<file path="src/rtl/multicycle_ctrl_pkg.sv">
// Shared types, opcode constants and datapath mux-select codes for the RV32I control path.
package multicycle_ctrl_pkg;

    localparam int unsigned STATE_W  = 3;
    localparam int unsigned OPCODE_W = 7;
    localparam int unsigned SEL_W    = 2;
    localparam int unsigned WAIT_W   = 8;

    typedef enum logic [STATE_W-1:0] {
        ST_FETCH  = 3'd0,
        ST_DECODE = 3'd1,
        ST_EXEC   = 3'd2,
        ST_MEM    = 3'd3,
        ST_WB     = 3'd4,
        ST_TRAP   = 3'd5
    } state_e;

    typedef enum logic [3:0] {
        CLS_NONE   = 4'd0,
        CLS_LOAD   = 4'd1,
        CLS_STORE  = 4'd2,
        CLS_OPIMM  = 4'd3,
        CLS_OP     = 4'd4,
        CLS_LUI    = 4'd5,
        CLS_AUIPC  = 4'd6,
        CLS_JAL    = 4'd7,
        CLS_JALR   = 4'd8,
        CLS_BRANCH = 4'd9,
        CLS_FENCE  = 4'd10
    } iclass_e;

    localparam logic [OPCODE_W-1:0] OPC_LOAD   = 7'b0000011;
    localparam logic [OPCODE_W-1:0] OPC_STORE  = 7'b0100011;
    localparam logic [OPCODE_W-1:0] OPC_OPIMM  = 7'b0010011;
    localparam logic [OPCODE_W-1:0] OPC_OP     = 7'b0110011;
    localparam logic [OPCODE_W-1:0] OPC_LUI    = 7'b0110111;
    localparam logic [OPCODE_W-1:0] OPC_AUIPC  = 7'b0010111;
    localparam logic [OPCODE_W-1:0] OPC_JAL    = 7'b1101111;
    localparam logic [OPCODE_W-1:0] OPC_JALR   = 7'b1100111;
    localparam logic [OPCODE_W-1:0] OPC_BRANCH = 7'b1100011;
    localparam logic [OPCODE_W-1:0] OPC_FENCE  = 7'b0001111;

    // Register-file write source
    localparam logic [SEL_W-1:0] WSRC_ALU   = 2'd0;
    localparam logic [SEL_W-1:0] WSRC_MEM   = 2'd1;
    localparam logic [SEL_W-1:0] WSRC_PC4   = 2'd2;
    // ALU operand A
    localparam logic [SEL_W-1:0] ASRC_RS1   = 2'd0;
    localparam logic [SEL_W-1:0] ASRC_PC    = 2'd1;
    localparam logic [SEL_W-1:0] ASRC_ZERO  = 2'd2;
    // ALU operand B
    localparam logic [SEL_W-1:0] BSRC_RS2   = 2'd0;
    localparam logic [SEL_W-1:0] BSRC_IMM   = 2'd1;
    localparam logic [SEL_W-1:0] BSRC_FOUR  = 2'd2;
    // ALU operation
    localparam logic [SEL_W-1:0] ALUOP_ADD  = 2'd0;
    localparam logic [SEL_W-1:0] ALUOP_SUB  = 2'd1;
    localparam logic [SEL_W-1:0] ALUOP_FUNC = 2'd2;
    // Next-PC source
    localparam logic [SEL_W-1:0] PCSRC_PC4  = 2'd0;
    localparam logic [SEL_W-1:0] PCSRC_ALU  = 2'd1;
    localparam logic [SEL_W-1:0] PCSRC_JALR = 2'd2;

    // Map an opcode to its instruction class; CLS_NONE marks an illegal opcode.
    function automatic iclass_e decode_class(input logic [OPCODE_W-1:0] opc);
        iclass_e c;
        case (opc)
            OPC_LOAD:   c = CLS_LOAD;
            OPC_STORE:  c = CLS_STORE;
            OPC_OPIMM:  c = CLS_OPIMM;
            OPC_OP:     c = CLS_OP;
            OPC_LUI:    c = CLS_LUI;
            OPC_AUIPC:  c = CLS_AUIPC;
            OPC_JAL:    c = CLS_JAL;
            OPC_JALR:   c = CLS_JALR;
            OPC_BRANCH: c = CLS_BRANCH;
            OPC_FENCE:  c = CLS_FENCE;
            default:    c = CLS_NONE;
        endcase
        return c;
    endfunction

endpackage

</file>
<file path="src/rtl/multicycle_ctrl_if.sv">
// Control/datapath bundle between the multicycle controller and the RV32I datapath.
interface multicycle_ctrl_if #(
    parameter int unsigned INSTRET_W = 32
);
    import multicycle_ctrl_pkg::*;

    logic [OPCODE_W-1:0]  i_opcode;
    logic                 i_branch_taken;
    logic                 i_mem_ready;
    logic                 o_mem_req;
    logic                 o_mem_we;
    logic                 o_mem_addr_src;
    logic                 o_ir_we;
    logic                 o_rf_we;
    logic [SEL_W-1:0]     o_rf_wsrc;
    logic [SEL_W-1:0]     o_alu_a_src;
    logic [SEL_W-1:0]     o_alu_b_src;
    logic [SEL_W-1:0]     o_alu_op;
    logic                 o_pc_we;
    logic [SEL_W-1:0]     o_pc_src;
    logic                 o_retire;
    logic [INSTRET_W-1:0] o_instret;
    logic                 o_illegal;
    logic [STATE_W-1:0]   o_state;

    // Datapath side: supplies opcode/status, consumes controls
    modport master (
        output i_opcode, i_branch_taken, i_mem_ready,
        input  o_mem_req, o_mem_we, o_mem_addr_src, o_ir_we, o_rf_we, o_rf_wsrc,
               o_alu_a_src, o_alu_b_src, o_alu_op, o_pc_we, o_pc_src,
               o_retire, o_instret, o_illegal, o_state
    );

    // Controller side
    modport slave (
        input  i_opcode, i_branch_taken, i_mem_ready,
        output o_mem_req, o_mem_we, o_mem_addr_src, o_ir_we, o_rf_we, o_rf_wsrc,
               o_alu_a_src, o_alu_b_src, o_alu_op, o_pc_we, o_pc_src,
               o_retire, o_instret, o_illegal, o_state
    );
endinterface

</file>
<file path="src/rtl/multicycle_ctrl.sv">
// Multi-cycle RV32I control FSM: fetch/decode/exec/mem/wb sequencing, memory
// handshake with optional wait timeout, sticky illegal trap and instret counter.
module multicycle_ctrl
    import multicycle_ctrl_pkg::*;
#(
    parameter int unsigned MEM_TIMEOUT = 0,
    parameter int unsigned INSTRET_W   = 32
) (
    input  logic                i_clk,
    input  logic                i_rst,
    multicycle_ctrl_if.slave    bus
);

    localparam int unsigned WAIT_EXT_W = WAIT_W + 1;

    state_e               state_q, state_d;
    iclass_e              cls_q, cls_d;
    logic [WAIT_W-1:0]    wait_q, wait_d;
    logic [INSTRET_W-1:0] instret_q, instret_d;
    logic                 illegal_q, illegal_d;

    logic                 mem_req_c, mem_we_c, mem_addr_src_c, ir_we_c, rf_we_c;
    logic [SEL_W-1:0]     rf_wsrc_c, alu_a_src_c, alu_b_src_c, alu_op_c, pc_src_c;
    logic                 pc_we_c, retire_c;
    logic [WAIT_EXT_W-1:0] wait_inc_c;
    logic                 timeout_hit_c;

    // Current wait cycle is the last one allowed before trapping
    assign wait_inc_c    = {1'b0, wait_q} + WAIT_EXT_W'(1);
    assign timeout_hit_c = (MEM_TIMEOUT != 32'd0) &&
                           (wait_inc_c == WAIT_EXT_W'(MEM_TIMEOUT));

    // Next-state and Moore/gated control decode; everything idles during reset
    always_comb begin
        state_d        = state_q;
        cls_d          = cls_q;
        mem_req_c      = 1'b0;
        mem_we_c       = 1'b0;
        mem_addr_src_c = 1'b0;
        ir_we_c        = 1'b0;
        rf_we_c        = 1'b0;
        rf_wsrc_c      = WSRC_ALU;
        alu_a_src_c    = ASRC_RS1;
        alu_b_src_c    = BSRC_RS2;
        alu_op_c       = ALUOP_ADD;
        pc_we_c        = 1'b0;
        pc_src_c       = PCSRC_PC4;
        retire_c       = 1'b0;

        if (!i_rst) begin
            case (state_q)
                ST_FETCH: begin
                    mem_req_c = 1'b1;
                    if (bus.i_mem_ready) begin
                        ir_we_c = 1'b1;
                        state_d = ST_DECODE;
                    end else if (timeout_hit_c) begin
                        state_d = ST_TRAP;
                    end
                end
                ST_DECODE: begin
                    cls_d   = decode_class(bus.i_opcode);
                    state_d = (cls_d == CLS_NONE) ? ST_TRAP : ST_EXEC;
                end
                ST_EXEC: begin
                    case (cls_q)
                        CLS_LOAD, CLS_STORE: begin
                            alu_b_src_c = BSRC_IMM;
                            state_d     = ST_MEM;
                        end
                        CLS_OP: begin
                            alu_op_c = ALUOP_FUNC;
                            state_d  = ST_WB;
                        end
                        CLS_OPIMM: begin
                            alu_b_src_c = BSRC_IMM;
                            alu_op_c    = ALUOP_FUNC;
                            state_d     = ST_WB;
                        end
                        CLS_LUI: begin
                            alu_a_src_c = ASRC_ZERO;
                            alu_b_src_c = BSRC_IMM;
                            state_d     = ST_WB;
                        end
                        CLS_AUIPC, CLS_JAL: begin
                            alu_a_src_c = ASRC_PC;
                            alu_b_src_c = BSRC_IMM;
                            state_d     = ST_WB;
                        end
                        CLS_JALR: begin
                            alu_b_src_c = BSRC_IMM;
                            state_d     = ST_WB;
                        end
                        CLS_BRANCH: begin
                            // ALU forms the target; the comparator is separate in the datapath
                            alu_a_src_c = ASRC_PC;
                            alu_b_src_c = BSRC_IMM;
                            pc_we_c     = 1'b1;
                            pc_src_c    = bus.i_branch_taken ? PCSRC_ALU : PCSRC_PC4;
                            retire_c    = 1'b1;
                            state_d     = ST_FETCH;
                        end
                        CLS_FENCE: begin
                            pc_we_c  = 1'b1;
                            retire_c = 1'b1;
                            state_d  = ST_FETCH;
                        end
                        default: state_d = ST_TRAP;
                    endcase
                end
                ST_MEM: begin
                    mem_req_c      = 1'b1;
                    mem_addr_src_c = 1'b1;
                    mem_we_c       = (cls_q == CLS_STORE);
                    if (bus.i_mem_ready) begin
                        if (cls_q == CLS_STORE) begin
                            pc_we_c  = 1'b1;
                            retire_c = 1'b1;
                            state_d  = ST_FETCH;
                        end else begin
                            state_d  = ST_WB;
                        end
                    end else if (timeout_hit_c) begin
                        state_d = ST_TRAP;
                    end
                end
                ST_WB: begin
                    rf_we_c  = 1'b1;
                    pc_we_c  = 1'b1;
                    retire_c = 1'b1;
                    state_d  = ST_FETCH;
                    case (cls_q)
                        CLS_LOAD: rf_wsrc_c = WSRC_MEM;
                        CLS_JAL: begin
                            rf_wsrc_c = WSRC_PC4;
                            pc_src_c  = PCSRC_ALU;
                        end
                        CLS_JALR: begin
                            rf_wsrc_c = WSRC_PC4;
                            pc_src_c  = PCSRC_JALR;
                        end
                        default: ;
                    endcase
                end
                ST_TRAP: state_d = ST_TRAP;
                default: state_d = ST_TRAP;
            endcase
        end

        // Wait counter restarts on every state change, saturates, counts stalled requests
        if (state_d != state_q) begin
            wait_d = '0;
        end else if (mem_req_c && !bus.i_mem_ready && (wait_q != {WAIT_W{1'b1}})) begin
            wait_d = wait_q + WAIT_W'(1);
        end else begin
            wait_d = wait_q;
        end

        instret_d = instret_q + INSTRET_W'(retire_c);
        illegal_d = illegal_q | (state_d == ST_TRAP);
    end

    // State, class, wait counter, retire counter and trap flag registers
    always_ff @(posedge i_clk) begin
        if (i_rst) begin
            state_q   <= ST_FETCH;
            cls_q     <= CLS_NONE;
            wait_q    <= '0;
            instret_q <= '0;
            illegal_q <= 1'b0;
        end else begin
            state_q   <= state_d;
            cls_q     <= cls_d;
            wait_q    <= wait_d;
            instret_q <= instret_d;
            illegal_q <= illegal_d;
        end
    end

    assign bus.o_mem_req      = mem_req_c;
    assign bus.o_mem_we       = mem_we_c;
    assign bus.o_mem_addr_src = mem_addr_src_c;
    assign bus.o_ir_we        = ir_we_c;
    assign bus.o_rf_we        = rf_we_c;
    assign bus.o_rf_wsrc      = rf_wsrc_c;
    assign bus.o_alu_a_src    = alu_a_src_c;
    assign bus.o_alu_b_src    = alu_b_src_c;
    assign bus.o_alu_op       = alu_op_c;
    assign bus.o_pc_we        = pc_we_c;
    assign bus.o_pc_src       = pc_src_c;
    assign bus.o_retire       = retire_c;
    assign bus.o_instret      = instret_q;
    assign bus.o_illegal      = illegal_q;
    assign bus.o_state        = STATE_W'(state_q);

endmodule

</file>
<file path="src/flat_wrapper.sv">
// flat-port wrapper written by rule: the top's interface ports become plain ports
module multicycle_ctrl_flat import multicycle_ctrl_pkg::*;
#(
    parameter int unsigned MEM_TIMEOUT = 0,
    parameter int unsigned INSTRET_W   = 32
)
  (i_clk, i_rst, bus_i_opcode, bus_i_branch_taken, bus_i_mem_ready, bus_o_mem_req, bus_o_mem_we, bus_o_mem_addr_src, bus_o_ir_we, bus_o_rf_we, bus_o_rf_wsrc, bus_o_alu_a_src, bus_o_alu_b_src, bus_o_alu_op, bus_o_pc_we, bus_o_pc_src, bus_o_retire, bus_o_instret, bus_o_illegal, bus_o_state);
  multicycle_ctrl_if #(.INSTRET_W(INSTRET_W)) bus_i ();
  input  logic i_clk;
  input  logic i_rst;
  input wire logic [$bits(bus_i.i_opcode)-1:0] bus_i_opcode;
  input wire logic [$bits(bus_i.i_branch_taken)-1:0] bus_i_branch_taken;
  input wire logic [$bits(bus_i.i_mem_ready)-1:0] bus_i_mem_ready;
  output wire logic [$bits(bus_i.o_mem_req)-1:0] bus_o_mem_req;
  output wire logic [$bits(bus_i.o_mem_we)-1:0] bus_o_mem_we;
  output wire logic [$bits(bus_i.o_mem_addr_src)-1:0] bus_o_mem_addr_src;
  output wire logic [$bits(bus_i.o_ir_we)-1:0] bus_o_ir_we;
  output wire logic [$bits(bus_i.o_rf_we)-1:0] bus_o_rf_we;
  output wire logic [$bits(bus_i.o_rf_wsrc)-1:0] bus_o_rf_wsrc;
  output wire logic [$bits(bus_i.o_alu_a_src)-1:0] bus_o_alu_a_src;
  output wire logic [$bits(bus_i.o_alu_b_src)-1:0] bus_o_alu_b_src;
  output wire logic [$bits(bus_i.o_alu_op)-1:0] bus_o_alu_op;
  output wire logic [$bits(bus_i.o_pc_we)-1:0] bus_o_pc_we;
  output wire logic [$bits(bus_i.o_pc_src)-1:0] bus_o_pc_src;
  output wire logic [$bits(bus_i.o_retire)-1:0] bus_o_retire;
  output wire logic [$bits(bus_i.o_instret)-1:0] bus_o_instret;
  output wire logic [$bits(bus_i.o_illegal)-1:0] bus_o_illegal;
  output wire logic [$bits(bus_i.o_state)-1:0] bus_o_state;
  assign bus_i.i_opcode = bus_i_opcode;
  assign bus_i.i_branch_taken = bus_i_branch_taken;
  assign bus_i.i_mem_ready = bus_i_mem_ready;
  assign bus_o_mem_req = bus_i.o_mem_req;
  assign bus_o_mem_we = bus_i.o_mem_we;
  assign bus_o_mem_addr_src = bus_i.o_mem_addr_src;
  assign bus_o_ir_we = bus_i.o_ir_we;
  assign bus_o_rf_we = bus_i.o_rf_we;
  assign bus_o_rf_wsrc = bus_i.o_rf_wsrc;
  assign bus_o_alu_a_src = bus_i.o_alu_a_src;
  assign bus_o_alu_b_src = bus_i.o_alu_b_src;
  assign bus_o_alu_op = bus_i.o_alu_op;
  assign bus_o_pc_we = bus_i.o_pc_we;
  assign bus_o_pc_src = bus_i.o_pc_src;
  assign bus_o_retire = bus_i.o_retire;
  assign bus_o_instret = bus_i.o_instret;
  assign bus_o_illegal = bus_i.o_illegal;
  assign bus_o_state = bus_i.o_state;
  multicycle_ctrl #(.MEM_TIMEOUT(MEM_TIMEOUT), .INSTRET_W(INSTRET_W)) u_core (.i_clk(i_clk), .i_rst(i_rst), .bus(bus_i));
endmodule
</file>
<file path="config.mk">
export PLATFORM = sky130hd
export DESIGN_NAME = multicycle_ctrl_flat
export DESIGN_NICKNAME = d
export VERILOG_FILES = /design/src/rtl/multicycle_ctrl_pkg.sv /design/src/rtl/multicycle_ctrl_if.sv /design/src/rtl/multicycle_ctrl.sv /design/src/flat_wrapper.sv
export SDC_FILE = /design/constraint.sdc
export NUM_CORES = 1
export LEC_CHECK = 0
export CAP_MARGIN = 30
export CORE_MARGIN = 2
export CORE_UTILIZATION = 43
export CTS_CLUSTER_DIAMETER = 60
export DETAILED_ROUTE_END_ITERATION = 8
export GPL_TIMING_DRIVEN = 0
export PLACE_DENSITY = 0.84
export SYNTH_ARGS = -nofsm -noshare
export SYNTH_HDL_FRONTEND = slang
export SYNTH_SLANG_ARGS = --single-unit
</file>
<file path="constraint.sdc">
create_clock -name i_clk -period 2.55 [get_ports i_clk]
set_input_delay 0.51 -clock i_clk [delete_from_list [all_inputs] [get_ports i_clk]]
set_output_delay 0.51 -clock i_clk [all_outputs]
set_load 0.02 [all_outputs]
</file>
---- Word-level counts from Yosys, hierarchy flattened ----
Cells that the tools add are included.
operators by class
  $add $sub $neg .......................... 1
  eq/ne operators ......................... 25
  mux-type cells .......................... 43
  bitwise logic cells ..................... 1
  reduce and logical (&&, ||, !) cells .... 10
operators with widths
  operator                                                                count
  4-bit case mux with 10 select lines                                     1
  32-bit by 1-bit adder with 32-bit output                                1
  2-bit two-way mux                                                       11
  7-bit by 6-bit equality test with 1-bit output (second input constant)  3
  7-bit equality test (second input constant)                             3
  1-bit two-way mux                                                       17
  4-bit by 3-bit equality test with 1-bit output (second input constant)  4
  2-bit case mux with 2 select lines                                      4
  3-bit two-way mux                                                       5
  3-bit case mux with 5 select lines                                      1
  7-bit by 5-bit equality test with 1-bit output (second input constant)  2
  4-bit equality test (second input constant)                             3
  2-bit OR reduction                                                      5
  3-bit case mux with 3 select lines                                      1
  4-bit by 2-bit equality test with 1-bit output (second input constant)  2
  4-bit two-way mux                                                       2
  8-bit OR reduction                                                      1
  7-bit by 2-bit equality test with 1-bit output (second input constant)  1
  7-bit by 4-bit equality test with 1-bit output (second input constant)  1
  3-bit by 2-bit equality test with 1-bit output (second input constant)  2
  3-bit equality test (second input constant)                             2
  6-bit OR reduction                                                      1
  4-bit by 1-bit equality test with 1-bit output (second input constant)  1
  4-bit zero test                                                         1
  other kinds (5)                                                         5
word-level totals
  register bits ........................... 40

---- Logic depth before layout (Yosys ltp) ----
  word-level depth ........................ 10
  gate-level depth with buffers ........... 12

---- Worst setup path after synthesis ----
OpenSTA, ideal clock, no wires.
  path type ............................... flip-flop to flip-flop
  from .................................... reg u_core.cls_q[3]
  to ...................................... reg u_core.instret_q[30] (netlist: u_core.bus.o_instret[30])
  library setup time ...................... 0.115 ns
  arrival ................................. 2.820 ns
  required time ........................... 2.435 ns
  setup slack ............................. -0.385 ns
  stages on the path, launching flop included .. 12
  buffers on the path ..................... 2
  cells stage by stage .................... dfxtp_1 -> clkbuf_1 -> mux2i_1 -> a32oi_1 -> o31ai_1 -> ha_1 -> ha_1 -> nand4_4 -> buf_6 -> nor4_2 -> xnor2_1 -> nor2_1
between the ends
  word-level cells in the longest chain between the ends .. 6
  elaborated cells on any way between the ends .. 10
  those cells by class .................... add/sub (1); eq/ne (3); mux (5); reduce/logical (1)
RTL lines
  what                                                                                   line                    RTL
  from (decl)                                                                            multicycle_ctrl.sv:17   iclass_e cls_q, cls_d;
  from (signal assigned)                                                                 multicycle_ctrl.sv:173  cls_q <= cls_d;
  4-bit by 2-bit equality test with 1-bit output or 4-bit equality test (tied branches)  --
  1-bit two-way mux or 2-bit OR reduction (tied branches)                                --
  1-bit two-way mux, on equally long branches                                            --
  1-bit case mux with 3 select lines (*)                                                 --
  1-bit two-way mux (*)                                                                  --
  net bus_o_pc_we                                                                        flat_wrapper.sv:23      output wire logic [$bits(bus_i.o_pc_we)-1:0] bus_o_pc_we;
  32-bit by 1-bit adder with 32-bit output (*)                                           multicycle_ctrl.sv:159  instret_d = instret_q + INSTRET_W'(retire_c);
  to (signal assigned)                                                                   multicycle_ctrl.sv:175  instret_q <= instret_d;
  to (decl)                                                                              multicycle_ctrl.sv:19   logic [INSTRET_W-1:0] instret_q, instret_d;
The timed path passes the listed nets; every way through them passes the cells marked *.
A chain may end at the register's enable or synchronous reset.

---- Final worst setup path ----
  from .................................... reg u_core.cls_q[3]
  to ...................................... out bus_o_alu_b_src[0]
between the ends
  word-level cells in the longest chain between the ends .. 5
  elaborated cells on any way between the ends .. 12
  those cells by class .................... eq/ne (8); mux (3); reduce/logical (1)
RTL lines
  what                                                                    line                   RTL
  4-bit by 2-bit equality test with 1-bit output (tied with other cells)  multicycle_ctrl.sv:66  case (cls_q)
  8-bit OR reduction (no line) (*)                                        --
  1-bit two-way mux (*)                                                   multicycle_ctrl.sv:66
  2-bit two-way mux (*)                                                   multicycle_ctrl.sv:51  case (state_q)
  2-bit two-way mux (*)                                                   multicycle_ctrl.sv:50  if (!i_rst) begin
  to (decl)                                                               flat_wrapper.sv:21     output wire logic [$bits(bus_i.o_alu_b_src)-1:0] bus_o_alu_b_src;
Every way passes the cells marked *; elsewhere a longest branch is shown, timed or not.

==> run_results.csv <==
group,metric,value,unit
die,num_rows,26,
timing,hold_slack,475,ps
detailed_routing,ant_nets,0,
global_route,track_usage,18.8,%
clock_tree,insertion_delay,290,ps
die,die_width,77.1,um
detailed_routing,wirelength,5440,um
yosys,synth.yosys.warnings,0,
timing,fmax,408,MHz
yosys,largest_family_of_logic_cells_by_synthesized_area,"simple AND/OR/NAND/NOR gates",
global_route,pin_count_of_the_biggest_net_entering_global_routing,14,
timing,final_hold_viol_count,0,
timing,setup_viol_count_final,0,
clock_tree,cts.path.max_buffers,2,
yosys,library_cell_occupying_the_most_area_in_the_post_synthesis_netlist,"sky130_fd_sc_hd__dfxtp_1",
detailed_routing,detail_routed_via_count_per_cell,5.21,
clock_tree,cts-buffers-inserted,5,
yosys,post_synth_instance_area,0.00229,mm2
cells_and_area,final_layout_size_suffix_gt1_share,16.2,%
die,floorplan.die.height,77.1,um
placement,numPortBuffers,57,
critical_path,critical_path_peak_fanout,10,
timing,final_max_tran_viols,0,
global_route,grt_first_pass_wirelength,9160,um
timing,finalClockSkew,5.67,ps
yosys,ys.flop_type,"sky130_fd_sc_hd__dfxtp_1",
status,outcome,"finished clean",
timing,rsz0062_at_grt,"false",
yosys,synth_top_cells_by_area,"sky130_fd_sc_hd__dfxtp_1, sky130_fd_sc_hd__nor2_1, sky130_fd_sc_hd__xnor2_1",
global_route,gr-total-overflow,0,
cells_and_area,final_common_cell,"sky130_fd_sc_hd__clkdlybuf4s50_1",
timing,worst_margin_slew,547,ps
global_route,vias_in_the_first_global_route,2010,
cells_and_area,layout.cell_area.non_filler,0.00323,mm2
yosys,synth-edff-count,0,
power_and_ir_drop,power_density,461,mW/mm2
detailed_routing,drt_pre_antenna_iters,4,
yosys,synthesis.instances,279,
yosys,synth_cell_type_count,52,
critical_path,arrival,1940,ps
die,design.die.area,0.00594,mm2
cells_and_area,antenna_cells_inserted,0,
clock_tree,ctsHtreeMaxLevel,2,
power_and_ir_drop,fin_total_pwr,1.49,mW
yosys,synth_adder_area_share,1.09,%
yosys,post_synth_mux_area_share,0.436,%
yosys,postSynthRegisterBits,40,
timing,layout_worst_path_cycle_share,96.1,%
cells_and_area,area_added_between_synthesis_and_finish,40.7,%
placement,dpl-instance-area,0.00298,mm2
detailed_routing,first_iter_violations,102,
timing,max_slew_headroom,63.5,%
cells_and_area,finish.utilization,62.8,%
yosys,synth_compound_gate_area_share,11.0,%
detailed_routing,drc_errors,0,
critical_path,worst-setup-path-type,"reg -> out",
yosys,synthSimpleGateAreaFrac,35.3,%
cells_and_area,mostFrequentLayoutCells,"sky130_fd_sc_hd__clkdlybuf4s50_1, sky130_fd_sc_hd__nor2_1, sky130_fd_sc_hd__dfxtp_1",
yosys,mean_area_per_synthesized_cell,8.22,um2
detailed_routing,dr_total_vias,2164,
critical_path,timing.critical_path.from_type,"flip-flop",
yosys,part_of_the_yosys_area_used_for_sequential_elements,34.9,%
clock_tree,cts_num_sinks,40,
power_and_ir_drop,leakagePower,1.21,nW
flow_run,cap_viol_max_count,0,
placement,detailedPlacementHpwl,3990,um
critical_path,worstPathRequired,2040,ps
cells_and_area,post_layout_nets,357,
min_path,min-delay-path-class,"reg -> reg",
critical_path,timing.critical_path.slowest_cell_delay,600,ps
global_route,grt_antenna_before_repair,0,
die,core-area,0.00514,mm2
clock_tree,clock_pin_transition_on_the_worst_setup_and_hold_timing_paths,80,ps
critical_path,critPathSlowestCell,"sky130_fd_sc_hd__clkdlybuf4s50_1",
clock_tree,ctsRootBufferMaster,"sky130_fd_sc_hd__clkbuf_8",
timing,layout_min_cycle_time,2450,ps
placement,final_weighted_congestion_in_routability_driven_placement,0.843,
power_and_ir_drop,vdd_drop_max,0.310,mV
yosys,post_synth_xor_area_fraction,10.7,%
critical_path,cp_cell_sequence,"clkbuf_4 > nor2b_2 > nor2b_1 > o21a_1 > clkdlybuf4s50_1",
die,num_ports,64,
yosys,post-synth-top-area-fraction,34.9,%
clock_tree,cts_tree,"built",
die,initial_core_util,44.6,%
critical_path,critPathCaptureType,"output pin",
detailed_routing,wl_per_cell,13.1,um
cells_and_area,fillers,444,
yosys,synth_async_sr_flop_share,0,%
critical path, delay by kind of cell (launching register included):
family,cells,cell delay (ps)
compound gates,1,140
flops,1,330
buf+inv,2,800
simple gates,2,370
through the flow:
| stage | setup TNS, ps | instances | setup slack, ps |
|---|---|---|---|
| 2_1_floorplan | 0 | 280 | 14.7 |
| 3_3_place_gp | -8550 | 407 | -459 |
| 3_5_place_dp | -10050 | 407 | -540 |
| 4_1_cts | 0 | 414 | 22.0 |
| 5_1_grt | 0 | 415 | 1.07 |
| 6_report | 0 | 415 | 99.5 |
logic make-up after synthesis:
| group | after synthesis |
|---|---|
| AOI/OAI and AO/OA | 40 |
| xor gates and xnor gates | 28 |
| adders and majority gates | 2 |
| buffers and inverters | 26 |
| DFF | 40 |
| muxes | 1 |
| other | 1 |
| and+or+nand+nor | 141 |
final cells by class:
class / count / area, um2 / area share (%)
clock buffer: 5 / 68.8 / 2.13
buffer: 16 / 119 / 3.68
sequential: 40 / 807 / 25.0
inverter: 8 / 30.0 / 0.930
timing repair buffer: 59 / 588 / 18.2
multi-input combinational: 214 / 1440 / 44.5
clock inverter: 3 / 90.1 / 2.79
tap: 70 / 87.6 / 2.71
cells in the mapped netlist (2+ instances only):
cell / instances
sky130_fd_sc_hd__a21oi_1: 15
sky130_fd_sc_hd__a2bb2oi_1: 3
sky130_fd_sc_hd__a31oi_1: 2
sky130_fd_sc_hd__a32oi_1: 2
sky130_fd_sc_hd__and2_1: 4
sky130_fd_sc_hd__and3_1: 3
sky130_fd_sc_hd__and4_1: 3
sky130_fd_sc_hd__and4_4: 3
sky130_fd_sc_hd__buf_4: 5
sky130_fd_sc_hd__buf_6: 4
sky130_fd_sc_hd__clkbuf_1: 7
sky130_fd_sc_hd__dfxtp_1: 40
sky130_fd_sc_hd__ha_1: 2
sky130_fd_sc_hd__inv_1: 7
sky130_fd_sc_hd__nand2_1: 24
sky130_fd_sc_hd__nand2b_1: 2
sky130_fd_sc_hd__nand3_1: 12
sky130_fd_sc_hd__nand3b_1: 2
sky130_fd_sc_hd__nand4_1: 5
sky130_fd_sc_hd__nand4_4: 2
sky130_fd_sc_hd__nor2_1: 43
sky130_fd_sc_hd__nor2b_1: 8
sky130_fd_sc_hd__nor3_1: 8
sky130_fd_sc_hd__nor4_2: 5
sky130_fd_sc_hd__o211ai_1: 2
sky130_fd_sc_hd__o21ai_0: 8
sky130_fd_sc_hd__or3_1: 7
sky130_fd_sc_hd__xnor2_1: 16
sky130_fd_sc_hd__xor2_1: 12
power breakdown:
| part | switching, mW | internal (mW) |
|---|---|---|
| Sequential | 0.00658 | 0.630 |
| Combinational | 0.0746 | 0.0607 |
| Clock | 0.225 | 0.489 |
| Total | 0.306 | 1.18 |
layer usage:
layer | wire length, um | track usage [%] | vias up
met3 | 321 | 5.29 | 8
met4 | 93 | 5.54 | 0
met5 | 0 | 0 | -
met1 | 2470 | 24.1 | 1005
met2 | 2550 | 30.7 | 57
li1 | - | - | 1094
path summary, 6_finish.rpt:
| kind | startpoint | end | slack [ps] | depth (start not counted) |
|---|---|---|---|---|
| worst max-delay path | u_core.cls_q[3] | bus_o_alu_b_src[0] | 100 | 5 |
| worst min register to register | u_core.bus.o_illegal | u_core.bus.o_illegal | 480 | 2 |
| worst min-delay path | u_core.bus.o_illegal | u_core.bus.o_illegal | 480 | 2 |
| worst max register to register | u_core.cls_q[3] | u_core.bus.o_instret[28] | 160 | 11 |
sequential cells by signal, indices dropped and copies added, names as in the netlist:
name / cells
u_core.bus.o_illegal: 1
u_core.bus.o_instret: 32
u_core.bus.o_state: 3
u_core.cls_q: 4
repair_timing:
item                                   4_1_cts  5_1_grt
endpoints found under the hold margin        0        0
hold buffers                                 0        0
setup endpoints to repair                   25       22
buffers inserted                             1        1
pin swaps                                    1        2
gates resized for setup                     13       16
(Power assumes the default switching activity.)
